[src/rtl/decode_pkg.sv]
// decode_pkg: shared types and the RV32I(+M) decode function for the decode/issue stage.
//   - opcode localparams, alu_op_e, lsu_size_e, wb_sel encodings
//   - ex_ctrl_t: control bundle carried in the ID/EX register
//   - dec_t: ex_ctrl_t plus source-usage flags (used for hazard checking and forwarding)
//   - decode(): pure combinational decode of funct7/funct3/opcode
package decode_pkg;

  localparam int ALU_OPW = 5;

  localparam logic [6:0] OP_RTYPE  = 7'b0110011;
  localparam logic [6:0] OP_ITYPE  = 7'b0010011;
  localparam logic [6:0] OP_LOAD   = 7'b0000011;
  localparam logic [6:0] OP_STORE  = 7'b0100011;
  localparam logic [6:0] OP_BRANCH = 7'b1100011;
  localparam logic [6:0] OP_JAL    = 7'b1101111;
  localparam logic [6:0] OP_JALR   = 7'b1100111;
  localparam logic [6:0] OP_LUI    = 7'b0110111;
  localparam logic [6:0] OP_AUIPC  = 7'b0010111;

  localparam logic [31:0] NOP = 32'h0000_0013;

  // Writeback source: ALU result, load data, PC+4 (links), raw U-immediate (LUI)
  localparam logic [1:0] WB_ALU = 2'd0;
  localparam logic [1:0] WB_MEM = 2'd1;
  localparam logic [1:0] WB_PC4 = 2'd2;
  localparam logic [1:0] WB_IMM = 2'd3;

  typedef enum logic [ALU_OPW-1:0] {
    ALU_ADD = 5'd0,  ALU_SUB = 5'd1,  ALU_SLT  = 5'd2,  ALU_SLTU = 5'd3,
    ALU_XOR = 5'd4,  ALU_OR  = 5'd5,  ALU_AND  = 5'd6,  ALU_SLL  = 5'd7,
    ALU_SRL = 5'd8,  ALU_SRA = 5'd9,
    ALU_MUL = 5'd16, ALU_MULH = 5'd17, ALU_MULHSU = 5'd18, ALU_MULHU = 5'd19,
    ALU_DIV = 5'd20, ALU_DIVU = 5'd21, ALU_REM    = 5'd22, ALU_REMU  = 5'd23
  } alu_op_e;

  typedef enum logic [1:0] {LSU_B = 2'd0, LSU_H = 2'd1, LSU_W = 2'd2} lsu_size_e;

  // op_a_sel: 0 = rs1, 1 = PC.  op_b_sel: 0 = rs2, 1 = immediate.
  typedef struct packed {
    logic               rd_wren;
    logic               mem_wren;
    logic               mem_rden;
    logic               op_a_sel;
    logic               op_b_sel;
    logic [1:0]         wb_sel;
    logic [ALU_OPW-1:0] alu_op;
    logic [2:0]         funct3;
    logic [1:0]         lsu_size;
    logic               l_unsigned;
    logic               is_branch;
    logic               br_un;
    logic               is_jump;
    logic               is_muldiv;
    logic               insn_vld;
  } ex_ctrl_t;

  typedef struct packed {
    ex_ctrl_t ctrl;
    logic     use_rs1;
    logic     use_rs2;
  } dec_t;

  // Base integer op from funct3; alt selects SUB/SRA (funct7[5]).
  function automatic alu_op_e base_alu(input logic [2:0] f3, input logic alt);
    case (f3)
      3'b000:  return alt ? ALU_SUB : ALU_ADD;
      3'b001:  return ALU_SLL;
      3'b010:  return ALU_SLT;
      3'b011:  return ALU_SLTU;
      3'b100:  return ALU_XOR;
      3'b101:  return alt ? ALU_SRA : ALU_SRL;
      3'b110:  return ALU_OR;
      default: return ALU_AND;
    endcase
  endfunction

  function automatic dec_t decode(input logic [6:0] f7, input logic [2:0] f3,
                                  input logic [6:0] op, input logic en_m);
    dec_t d;
    logic illegal;
    d             = '0;
    illegal       = 1'b0;
    d.ctrl.funct3 = f3;
    d.use_rs1     = 1'b1;
    case (op)
      OP_RTYPE: begin
        d.use_rs2      = 1'b1;
        d.ctrl.rd_wren = 1'b1;
        if (f7 == 7'b0000000) d.ctrl.alu_op = base_alu(f3, 1'b0);
        else if (f7 == 7'b0100000) begin
          illegal       = !(f3 == 3'b000 || f3 == 3'b101);
          d.ctrl.alu_op = base_alu(f3, 1'b1);
        end else if (f7 == 7'b0000001 && en_m) begin
          d.ctrl.is_muldiv = 1'b1;
          d.ctrl.alu_op    = ALU_MUL + {2'b00, f3};
        end else illegal = 1'b1;
      end
      OP_ITYPE: begin
        d.ctrl.rd_wren  = 1'b1;
        d.ctrl.op_b_sel = 1'b1;
        d.ctrl.alu_op   = base_alu(f3, f3 == 3'b101 && f7[5]);
        // Only shifts carry funct7 constraints; other I-types use those bits as immediate.
        if (f3 == 3'b001) illegal = (f7 != 7'b0000000);
        if (f3 == 3'b101) illegal = !(f7 == 7'b0000000 || f7 == 7'b0100000);
      end
      OP_LOAD: begin
        d.ctrl.rd_wren    = 1'b1;
        d.ctrl.mem_rden   = 1'b1;
        d.ctrl.op_b_sel   = 1'b1;
        d.ctrl.wb_sel     = WB_MEM;
        d.ctrl.lsu_size   = f3[1:0];
        d.ctrl.l_unsigned = f3[2];
        illegal = (f3[1:0] == 2'b11) || (f3[2] && f3[1]);
      end
      OP_STORE: begin
        d.use_rs2       = 1'b1;
        d.ctrl.mem_wren = 1'b1;
        d.ctrl.op_b_sel = 1'b1;
        d.ctrl.lsu_size = f3[1:0];
        illegal = f3[2] || (f3[1:0] == 2'b11);
      end
      OP_BRANCH: begin
        // ALU does the compare; the target adder lives in EX.
        d.use_rs2        = 1'b1;
        d.ctrl.is_branch = 1'b1;
        d.ctrl.br_un     = f3[1];
        d.ctrl.alu_op    = f3[2] ? (f3[1] ? ALU_SLTU : ALU_SLT) : ALU_SUB;
        illegal = (f3[2:1] == 2'b01);
      end
      OP_JAL: begin
        d.use_rs1       = 1'b0;
        d.ctrl.rd_wren  = 1'b1;
        d.ctrl.is_jump  = 1'b1;
        d.ctrl.op_a_sel = 1'b1;
        d.ctrl.op_b_sel = 1'b1;
        d.ctrl.wb_sel   = WB_PC4;
      end
      OP_JALR: begin
        d.ctrl.rd_wren  = 1'b1;
        d.ctrl.is_jump  = 1'b1;
        d.ctrl.op_b_sel = 1'b1;
        d.ctrl.wb_sel   = WB_PC4;
        illegal = (f3 != 3'b000);
      end
      OP_LUI: begin
        d.use_rs1       = 1'b0;
        d.ctrl.rd_wren  = 1'b1;
        d.ctrl.op_b_sel = 1'b1;
        d.ctrl.wb_sel   = WB_IMM;
      end
      OP_AUIPC: begin
        d.use_rs1       = 1'b0;
        d.ctrl.rd_wren  = 1'b1;
        d.ctrl.op_a_sel = 1'b1;
        d.ctrl.op_b_sel = 1'b1;
      end
      default: illegal = 1'b1;
    endcase
    // Illegal ops still flow down the pipe for trapping, but must have no side effects.
    if (illegal) begin
      d.ctrl.rd_wren   = 1'b0;
      d.ctrl.mem_wren  = 1'b0;
      d.ctrl.mem_rden  = 1'b0;
      d.ctrl.is_branch = 1'b0;
      d.ctrl.is_jump   = 1'b0;
      d.ctrl.is_muldiv = 1'b0;
    end
    d.ctrl.insn_vld = !illegal;
    return d;
  endfunction

endpackage

[src/rtl/decode_issue_stage_scoreboard.sv]
// scoreboard_cnt: per-register countdown of EX-advance cycles until a result is forwardable.
//   i_adv        : pipeline advances this cycle (counters decrement / update)
//   i_set        : an instruction is captured into ID/EX this cycle
//   i_wr_en/i_rd : destination of the captured instruction
//   i_is_load / i_is_muldiv : select the latency to load for i_rd
//   i_rs1/i_rs2/i_use_* : sources of the ID instruction; o_hazard if any is still pending
module scoreboard_cnt
  import decode_pkg::*;
#(
  parameter int LOAD_LAT = 1,
  parameter int MD_LAT   = 3
) (
  input  logic       i_clk,
  input  logic       i_reset,
  input  logic       i_adv,
  input  logic       i_set,
  input  logic       i_wr_en,
  input  logic       i_is_load,
  input  logic       i_is_muldiv,
  input  logic [4:0] i_rd,
  input  logic [4:0] i_rs1,
  input  logic [4:0] i_rs2,
  input  logic       i_use_rs1,
  input  logic       i_use_rs2,
  output logic       o_hazard
);
  localparam int MAX_LAT = (LOAD_LAT > MD_LAT) ? LOAD_LAT : MD_LAT;
  localparam int CW      = (MAX_LAT < 1) ? 1 : $clog2(MAX_LAT + 1);

  logic [CW-1:0] cnt_q [32];
  logic [CW-1:0] cnt_d [32];

  // Hazard uses pre-update counts, so lw x5,0(x5) checks x5 against older producers only.
  assign o_hazard = (i_use_rs1 && i_rs1 != 5'd0 && cnt_q[i_rs1] != '0) ||
                    (i_use_rs2 && i_rs2 != 5'd0 && cnt_q[i_rs2] != '0);

  always_comb begin
    for (int i = 0; i < 32; i++) cnt_d[i] = cnt_q[i];
    if (i_adv) begin
      for (int i = 1; i < 32; i++)
        if (cnt_q[i] != '0) cnt_d[i] = cnt_q[i] - CW'(1);
      // A fresh writer overrides the decrement; single-cycle producers clear the entry.
      if (i_set && i_wr_en && i_rd != 5'd0)
        cnt_d[i_rd] = i_is_load   ? CW'(LOAD_LAT) :
                      i_is_muldiv ? CW'(MD_LAT)   : '0;
    end
    cnt_d[0] = '0;
  end

  always_ff @(posedge i_clk or posedge i_reset) begin
    if (i_reset) begin
      for (int i = 0; i < 32; i++) cnt_q[i] <= '0;
    end else begin
      for (int i = 0; i < 32; i++) cnt_q[i] <= cnt_d[i];
    end
  end

endmodule

[src/rtl/decode_issue_stage.sv]
// decode_issue_stage: RV32I(+M) decode in ID, scoreboard hazard check, ID/EX register.
//   i_id_instr/i_id_vld : instruction from IF/ID;  o_id_rdy : accepted this cycle
//   i_ex_stall          : freeze ID/EX (and the scoreboard)
//   i_flush             : drop the ID instruction (redirect from EX)
//   o_ex_*              : registered control bundle, register indices, source usage, raw instr
module decode_issue_stage
  import decode_pkg::*;
#(
  parameter int XLEN     = 32,
  parameter int EN_M     = 0,
  parameter int LOAD_LAT = 1,
  parameter int MD_LAT   = 3,
  parameter int ALU_OPW  = 5
) (
  input  logic            i_clk,
  input  logic            i_reset,
  input  logic [XLEN-1:0] i_id_instr,
  input  logic            i_id_vld,
  output logic            o_id_rdy,
  input  logic            i_ex_stall,
  input  logic            i_flush,
  output logic            o_ex_vld,
  output ex_ctrl_t        o_ex_ctrl,
  output logic [4:0]      o_ex_rd,
  output logic [4:0]      o_ex_rs1,
  output logic [4:0]      o_ex_rs2,
  output logic            o_ex_use_rs1,
  output logic            o_ex_use_rs2,
  output logic [XLEN-1:0] o_ex_instr
);
  // The control struct width is fixed by the package; catch a mismatched override early.
  if (ALU_OPW != decode_pkg::ALU_OPW) begin : g_opw_chk
    $error("ALU_OPW must equal decode_pkg::ALU_OPW");
  end

  dec_t       dec;
  logic       hazard;
  logic       capture;
  logic [4:0] id_rd, id_rs1, id_rs2;

  logic            ex_vld_q, ex_vld_d;
  ex_ctrl_t        ex_ctrl_q, ex_ctrl_d;
  logic [4:0]      ex_rd_q, ex_rd_d, ex_rs1_q, ex_rs1_d, ex_rs2_q, ex_rs2_d;
  logic            ex_use_rs1_q, ex_use_rs1_d, ex_use_rs2_q, ex_use_rs2_d;
  logic [XLEN-1:0] ex_instr_q, ex_instr_d;

  assign dec    = decode(i_id_instr[31:25], i_id_instr[14:12], i_id_instr[6:0], EN_M != 0);
  assign id_rd  = i_id_instr[11:7];
  assign id_rs1 = i_id_instr[19:15];
  assign id_rs2 = i_id_instr[24:20];

  assign o_id_rdy = !i_ex_stall && !hazard;
  assign capture  = i_id_vld && o_id_rdy && !i_flush;

  scoreboard_cnt #(.LOAD_LAT(LOAD_LAT), .MD_LAT(MD_LAT)) u_sb (
    .i_clk       (i_clk),
    .i_reset     (i_reset),
    .i_adv       (!i_ex_stall),
    .i_set       (capture),
    .i_wr_en     (dec.ctrl.rd_wren),
    .i_is_load   (dec.ctrl.mem_rden),
    .i_is_muldiv (dec.ctrl.is_muldiv),
    .i_rd        (id_rd),
    .i_rs1       (id_rs1),
    .i_rs2       (id_rs2),
    .i_use_rs1   (dec.use_rs1),
    .i_use_rs2   (dec.use_rs2),
    .o_hazard    (hazard)
  );

  always_comb begin
    ex_vld_d     = ex_vld_q;
    ex_ctrl_d    = ex_ctrl_q;
    ex_rd_d      = ex_rd_q;
    ex_rs1_d     = ex_rs1_q;
    ex_rs2_d     = ex_rs2_q;
    ex_use_rs1_d = ex_use_rs1_q;
    ex_use_rs2_d = ex_use_rs2_q;
    ex_instr_d   = ex_instr_q;
    if (!i_ex_stall) begin
      if (capture) begin
        ex_vld_d     = 1'b1;
        ex_ctrl_d    = dec.ctrl;
        ex_rd_d      = id_rd;
        ex_rs1_d     = id_rs1;
        ex_rs2_d     = id_rs2;
        ex_use_rs1_d = dec.use_rs1;
        ex_use_rs2_d = dec.use_rs2;
        ex_instr_d   = i_id_instr;
      end else begin
        // Bubble looks exactly like the reset state so EX sees a clean NOP.
        ex_vld_d     = 1'b0;
        ex_ctrl_d    = '0;
        ex_rd_d      = '0;
        ex_rs1_d     = '0;
        ex_rs2_d     = '0;
        ex_use_rs1_d = 1'b0;
        ex_use_rs2_d = 1'b0;
        ex_instr_d   = NOP;
      end
    end
  end

  always_ff @(posedge i_clk or posedge i_reset) begin
    if (i_reset) begin
      ex_vld_q     <= 1'b0;
      ex_ctrl_q    <= '0;
      ex_rd_q      <= '0;
      ex_rs1_q     <= '0;
      ex_rs2_q     <= '0;
      ex_use_rs1_q <= 1'b0;
      ex_use_rs2_q <= 1'b0;
      ex_instr_q   <= NOP;
    end else begin
      ex_vld_q     <= ex_vld_d;
      ex_ctrl_q    <= ex_ctrl_d;
      ex_rd_q      <= ex_rd_d;
      ex_rs1_q     <= ex_rs1_d;
      ex_rs2_q     <= ex_rs2_d;
      ex_use_rs1_q <= ex_use_rs1_d;
      ex_use_rs2_q <= ex_use_rs2_d;
      ex_instr_q   <= ex_instr_d;
    end
  end

  assign o_ex_vld     = ex_vld_q;
  assign o_ex_ctrl    = ex_ctrl_q;
  assign o_ex_rd      = ex_rd_q;
  assign o_ex_rs1     = ex_rs1_q;
  assign o_ex_rs2     = ex_rs2_q;
  assign o_ex_use_rs1 = ex_use_rs1_q;
  assign o_ex_use_rs2 = ex_use_rs2_q;
  assign o_ex_instr   = ex_instr_q;

endmodule

[config.mk]
export PLATFORM = sky130hd
export DESIGN_NAME = decode_issue_stage
export DESIGN_NICKNAME = d
export VERILOG_FILES = /design/src/rtl/decode_pkg.sv /design/src/rtl/decode_issue_stage_scoreboard.sv /design/src/rtl/decode_issue_stage.sv
export SDC_FILE = /design/constraint.sdc
export NUM_CORES = 1
export LEC_CHECK = 0
export CORE_AREA = 5 5 103 154
export CTS_CLUSTER_DIAMETER = 200
export DETAILED_ROUTE_END_ITERATION = 12
export DIE_AREA = 0 0 108 159
export PLACE_DENSITY = 0.69
export SLEW_MARGIN = 10
export SYNTH_ARGS = -nofsm -noshare
export SYNTH_HDL_FRONTEND = slang
export SYNTH_SLANG_ARGS = --single-unit
[constraint.sdc]
create_clock -name i_clk -period 6.15 [get_ports i_clk]
set_input_delay 1.23 -clock i_clk [delete_from_list [all_inputs] [get_ports i_clk]]
set_output_delay 1.23 -clock i_clk [all_outputs]
set_load 0.05 [all_outputs]
==> results_dict.tcl <==
set metrics [dict create \
    outcome "finished, final reports clean" \
    cts_tree "done" \
    synth_area_um2 6340 \
    crit_type "in2out" \
    holdWs_ns 0.482 \
    tns_ns 0 \
    antenna_found_initial 0 \
    path_cells "clkdlybuf4s50_1 -> inv_1 -> o311ai_0 -> nor3b_1 -> nor4_1 -> nor4_1 -> nand2_1 -> inv_1 -> buf_12" \
    fp.dieW_um 108 \
    firstDrtPassIters 5 \
    rows 54 \
    core_um2 14300 \
    vias_per_cell 6.16 \
    final_cell_mix "dfrtp_1, clkdlybuf4s50_1, nor2_1" \
    cpPeakStageDelay_ns 0.91 \
    cts_hold_buffers 0 \
    slew_headroom_pct 28.4 \
    synth_warnings 0 \
    dieArea_um2 17200 \
    required_ns 4.92 \
    min_period_ns 5.37 \
    vias 5959 \
    synth-main-ff-cell "dfrtp_1" \
    synth_top_area_share_pct 44.2 \
    first_global_vias 5880 \
    htreeDepth 4 \
    grt_pass1_wl_mm 33.7 \
    cts_root_buffer "clkbuf_16" \
    powerDensity_nw_per_um2 279 \
    die-height_um 159 \
    finalNetCount 795 \
    fmax_mhz 186 \
    ant_nets 0 \
    postCtsResizedCells 0 \
    finalClockSkew_ns 0.0113 \
    synth.top_cells.by_area "dfrtp_1, nor2_1, o21ai_0" \
    cts_setup_buffers 0 \
    ys_ff_latch 115 \
    wl_per_cell_um 22.6 \
    cp-end-kind "primary output" \
    clock_sinks 115 \
    hold_class "reg2reg" \
    antennaDiodeCount 0 \
    worst_pin_slew_ns 1.07 \
    clk_pin_slew_ns 0.06 \
    drive_gt1_share_pct 9.60 \
    async_flop_share_pct 100 \
    gr-usage-all-layers_pct 25.7 \
    num_io_pins 111 \
    ys_types 66 \
    crit_path_start_kind "primary input" \
    clock_latency_ns 0.42 \
    leakage_nw 3.23 \
    timing.final.hold_violations 0 \
    crit_buf_inv 4 \
    fillers 1290 \
    finalSetupViolCount 0 \
    syn_area_per_cell_um2 9.24 \
    ys_seq_area_share_pct 45.5 \
    final_common_cell "dfrtp_1" \
    yosysTopAreaCell "dfrtp_1" \
    vdd_drop_max_mv 0.159 \
    finalMaxSlewViolations 0 \
    cp_slowest_cell "clkdlybuf4s50_1" \
    drc 0 \
    cts_buffers 17 \
    drt_wl_total_mm 21.8 \
    portBuffers 108 \
    min_period_over_period_pct 87.4 \
    hpwl_mm 15.9 \
    crit_arrival_ns 4.14 \
    start_util_pct 44.2 \
    synthCells 686 \
    areaGrowthSynthToFinish_pct 26.9 \
    rsz0062_at_grt "no" \
    drt-initial-drc-count 512 \
    gp_congestion 0.964 \
    cap_violations 0 \
    grt_max_degree 85 \
    synth_edf_count 0 \
    cp_max_fo 18 \
    overflow 0 \
    crit_family "buffers and inverters" \
    cts.path.max_buffers 2 \
]
path summary, 6_finish.rpt:
kind | startpoint | to | slack [ns] | cells past startpoint
max in group asynchronous | i_reset | o_ex_use_rs1$_DFFE_PP0N_ | 3.66 | 3
hold / removal | o_ex_ctrl[3]$_DFFE_PP0N_ | o_ex_ctrl[3]$_DFFE_PP0N_ | 0.48 | 2
hold reg to reg | o_ex_ctrl[3]$_DFFE_PP0N_ | o_ex_ctrl[3]$_DFFE_PP0N_ | 0.48 | 2
setup reg to reg | u_sb.cnt_q[5]$_DFFE_PP0N_ | o_ex_ctrl[5]$_DFFE_PP0N_ | 2.97 | 8
min in group asynchronous | i_reset | u_sb.cnt_q[58]$_DFFE_PP0N_ | 1.42 | 2
setup / recovery | i_id_instr[20] | o_id_rdy | 0.78 | 9
synth_stat cells, drive strengths merged (4+ instances only):
library cell and n:
dfrtp 112, nor2 83, inv 13, o211ai 17, a211oi 6, a32o 5, nor3b 13, and3b 4
mux4 8, nor3 17, a2bb2oi 4, o31ai 5, a21boi 4, nand2b 13, a31oi 4, nand4 7
a21oi 43, o21ai 57, o221ai 12, nor4 8, or3 5, nor2b 10, nand3b 6, nand3 14
buf 32, o41ai 5, and2 4, nand2 65, a22o 25, clkbuf 34
final cells by class:
| cell class | count | area, µm² | share of cell area [%] |
|---|---|---|---|
| multi-input cells | 493 | 3060 | 38.0 |
| clock buffers | 17 | 425 | 5.29 |
| clock inverters | 15 | 220 | 2.74 |
| inverters | 13 | 51.3 | 0.638 |
| well taps | 196 | 245 | 3.05 |
| repair buffers | 118 | 1160 | 14.5 |
| flip-flops and latches | 115 | 2880 | 35.8 |
per-stage QoR:
stage	total power, mW	worst slack, ns	utilization, %	cell area, µm²	cells
after detailed placement	1.16	0.813	51.6	7400	935
after CTS	2.25	0.799	56.1	8040	967
final	2.24	0.778	56.1	8040	967
after global placement	1.16	0.881	51.6	7400	935
after global routing	2.31	0.648	56.1	8040	967
after floorplan	1.04	1.58	-	6340	687
registers in the layout, summed over array words and instances, names as in the netlist:
| name | flops |
|---|---|
| o_ex_ctrl | 20 |
| o_ex_instr | 18 |
| o_ex_rd | 4 |
| o_ex_rs1 | 4 |
| o_ex_rs2 | 4 |
| o_ex_use_rs1 | 1 |
| o_ex_use_rs2 | 1 |
| o_ex_vld | 1 |
| u_sb.cnt_q | 62 |
power by group:
group	switching [mW]	internal, mW	leakage [nW]
sequential	0.0191	0.779	1.57
combinational	0.235	0.117	1.35
clock	0.402	0.692	0.313
total	0.656	1.59	3.23
metal layers:
| metal | track usage (%) | part of all wire (%) |
|---|---|---|
| met1 | 28.5 | 36 |
| met2 | 44.6 | 52 |
| met3 | 5.11 | 6.5 |
| met4 | 15.2 | 5.8 |
| met5 | 0 | 0 |
kinds of logic (layout without fill, tap and decap cells):
| family | count (synthesis) | in the layout | share of synthesized area, % |
|---|---|---|---|
| AOI/OAI and AO/OA | 212 | 212 | 22.7 |
| xor gates and xnor gates | 2 | 2 | 0.277 |
| buffers and inverters | 79 | 163 | 6.36 |
| DFF | 115 | 115 | 45.5 |
| muxes | 13 | 13 | 3.67 |
| other | 1 | 2 | 0.0592 |
| and+or+nand+nor | 264 | 264 | 21.4 |
worst min-delay path, stage by stage, from the launching register on:
cell and delay [ns]:
dfrtp_1 0.34, nand2_1 0.06, o41ai_1 0.05
No activity file was read; power rests on OpenSTA's default activity.
==> patch (same settings) <==
The parameter `XLEN` goes from 32 to 48.
--- a/src/rtl/decode_issue_stage.sv
+++ b/src/rtl/decode_issue_stage.sv
@@ -8,3 +8,3 @@
 #(
-  parameter int XLEN     = 32,
+  parameter int XLEN     = 48,
   parameter int EN_M     = 0,
Interface: changed (resized i_id_instr and o_ex_instr); port bits go from 111 to 143. The function was not compared with the original's and may differ.
==> patch against the unedited design <==
- critical path depth shrank 1
- die area unchanged
- routed wire length down 5.1%
- sequential cell count up 16
- count of clock-buffer cells in the layout unchanged
- clock skew about the same
- setup slack lost 0.089 ns
- total power decreased by 0.26%
- final area grew 6.9%
- non-clock buffer count rose by 29
- utilization rose by 3.9 points
- area after synthesis grew 5.3%
- hold slack got worse by 0.021 ns
- fmax fell by 1.6%
- largest cell class is now sequential cells
- largest power group unchanged
==> patch: results (changes against the unedited design) <==
outcome:
  outcome: "completed"  # unchanged
clock_network:
  post_cts_resized: 0  # unchanged
  cts_buffers: 17  # unchanged
  cts.clk_slew.worst_paths_ns: 0.07
  clk_latency_ns: 0.43
  clockRootBuffer: "clkbuf_16"  # unchanged
  post_cts_buffers: 0  # unchanged
  htree_levels: 4  # unchanged
  cts_max_path_buffers: 2  # unchanged
placement:
  dpl_worst_slack_ns: 0.7449  # was 0.8133 ns
  portBuffers: 140  # was 108
  hpwl_um: 14990  # was 15900 um
  place_area_um2: 8010  # was 7397 um^2
  routabilityCongestion: 0.9633  # was 0.9644
worst_setup_path:
  cp_top_family: "buffers and inverters"  # unchanged
  cp_max_fo: 10  # was 18
  cp.arrival_ns: 4.23  # was 4.14 ns
  slowest_stage: "clkdlybuf4s50_1"  # unchanged
  crit_path_max_incr_delay_ns: 0.86  # was 0.91 ns
detailed_routing:
  firstDrtPassIters: 5  # unchanged
  via_per_inst: 5.997  # was 6.162
  drt_iter0_drc: 505  # was 512
  post_drt_wl_per_cell_um: 20.84  # was 22.59 um
  ant_nets: 0  # unchanged
logic_synthesis:
  yosysWarnings: 0  # unchanged
  avgSynthCellArea_um2: 9.723  # was 9.236 um^2
  async_flop_share: 1.000  # unchanged
  synth_common_cells: "128 x dfrtp_1, 74 x nand2_1, 59 x o21ai_0"  # was 112 x dfrtp_1, 83 x nor2_1, 65 x nand2_1
  ys_types: 69  # was 66
  synth_area_leaders: "dfrtp_1 48%, a22o_1 5.3%, o21ai_0 4.4%"  # was dfrtp_1 44%, nor2_1 4.9%, o21ai_0 4.5%
  ys_seq_area_frac: 0.4920  # was 0.4548
pwr:
  p_leak_nw: 3.548  # was 3.233 nW
  worst_ir_drop_vdd_mv: 0.1554  # was 0.1588 mV
global_routing:
  grt_pass1_vias: 5911  # was 5880
  grtUsageTotal: 0.2421  # was 0.2567
  grt_first_pass_wirelength_um: 32330  # was 33730 um
  grt_antenna_before_repair: 0  # unchanged
  grt_max_degree: 111  # was 85
final_layout:
  layout-drive-gt1-share: 0.1014  # was 0.09598
  nNetsFinal: 839  # was 795
  largest_reg_flops: 62  # unchanged
  regMostFlops: "u_sb.cnt_q"  # unchanged
  diodes: 0  # unchanged
timing:
  fin_worst_skew_ns: 0.01122  # was 0.01134 ns
  slew_headroom: 0.3000  # was 0.2836
worst_hold_path:
  hp-class: "flop to flop"  # unchanged
## patch: cell count changes in the layout (fill, tap and decap cells not counted), moves of 8 or more
cell | before | now
or2_2 | 3 | 22
nor2b_1 | 10 | 24
o211ai_1 | 17 | 9
nor2_1 | 83 | 49
o221ai_1 | 12 | 23
nor3_1 | 15 | 28
a21oi_1 | 43 | 13
nand2_1 | 65 | 74
a22o_1 | 24 | 40
clkdlybuf4s50_1 | 106 | 139
dfrtp_1 | 112 | 128
## patch: layout make-up
cell class | instances | area (um^2)
timing repair buffer | 147 | 1451
sequential | 131 | 3282
fill | 1238 | 5728
clock inverter | 15 | 160.2
inverter | 14 | 55.05
clock buffer | 17 | 425.4
tap | 196 | 245.2
multi-input combinational | 475 | 2977
## patch: cell families after synthesis
kind of cell / Yosys count / synth area share
AO/OA/AOI/OAI: 214 / 0.2375
buffers and inverters: 81 / 0.06359
multiplexers: 2 / 0.006752
adder cells (fa/ha/maj): 1 / 0.001501
flip-flops: 131 / 0.4920
XOR/XNOR: 2 / 0.002627
AND/OR/NAND/NOR: 254 / 0.1955
other: 1 / 0.0005622
## patch: path summary, 6_finish.rpt
path,start,end,slack (ns),cells past startpoint
worst max-delay path,i_id_instr[2],o_id_rdy,0.69,8
min in group asynchronous,i_reset,o_ex_vld$_DFFE_PP0N_,1.37,2
worst max register to register,u_sb.cnt_q[56]$_DFFE_PP0N_,u_sb.cnt_q[61]$_DFFE_PP0N_,2.64,8
max in group asynchronous,i_reset,u_sb.cnt_q[35]$_DFFE_PP0N_,3.56,3
worst min register to register,o_ex_instr[4]$_DFFE_PP1N_,o_ex_instr[4]$_DFFE_PP1N_,0.46,2
worst min-delay path,o_ex_instr[4]$_DFFE_PP1N_,o_ex_instr[4]$_DFFE_PP1N_,0.46,2
## patch: metrics by stage
stage / util / cells
4_1_cts: 0.6001 / 995
5_1_grt: 0.6001 / 995
3_3_place_gp: 0.5592 / 963
2_1_floorplan: - / 687
3_5_place_dp: 0.5592 / 963
6_report: 0.6001 / 995
## patch: per-layer routing
layer	wire (um)	GRT usage	vias to the layer above
met3	1475	0.05558	67
met5	0	0	-
met4	969	0.1315	0
met2	10880	0.4179	276
li1	-	-	2711
met1	7409	0.2721	2913
## patch: tightest hold or removal path, cell delays in order (launching register included)
cell       delay [ns]
dfstp_2          0.37
inv_1            0.04
a2bb2oi_1        0.05
## patch: power breakdown
| part | internal [mW] | switching (mW) | total (mW) |
|---|---|---|---|
| registers | 0.881 | 0.0128 | 0.894 |
| clock network | 0.576 | 0.438 | 1.01 |
| logic | 0.114 | 0.215 | 0.329 |
| total | 1.57 | 0.666 | 2.24 |
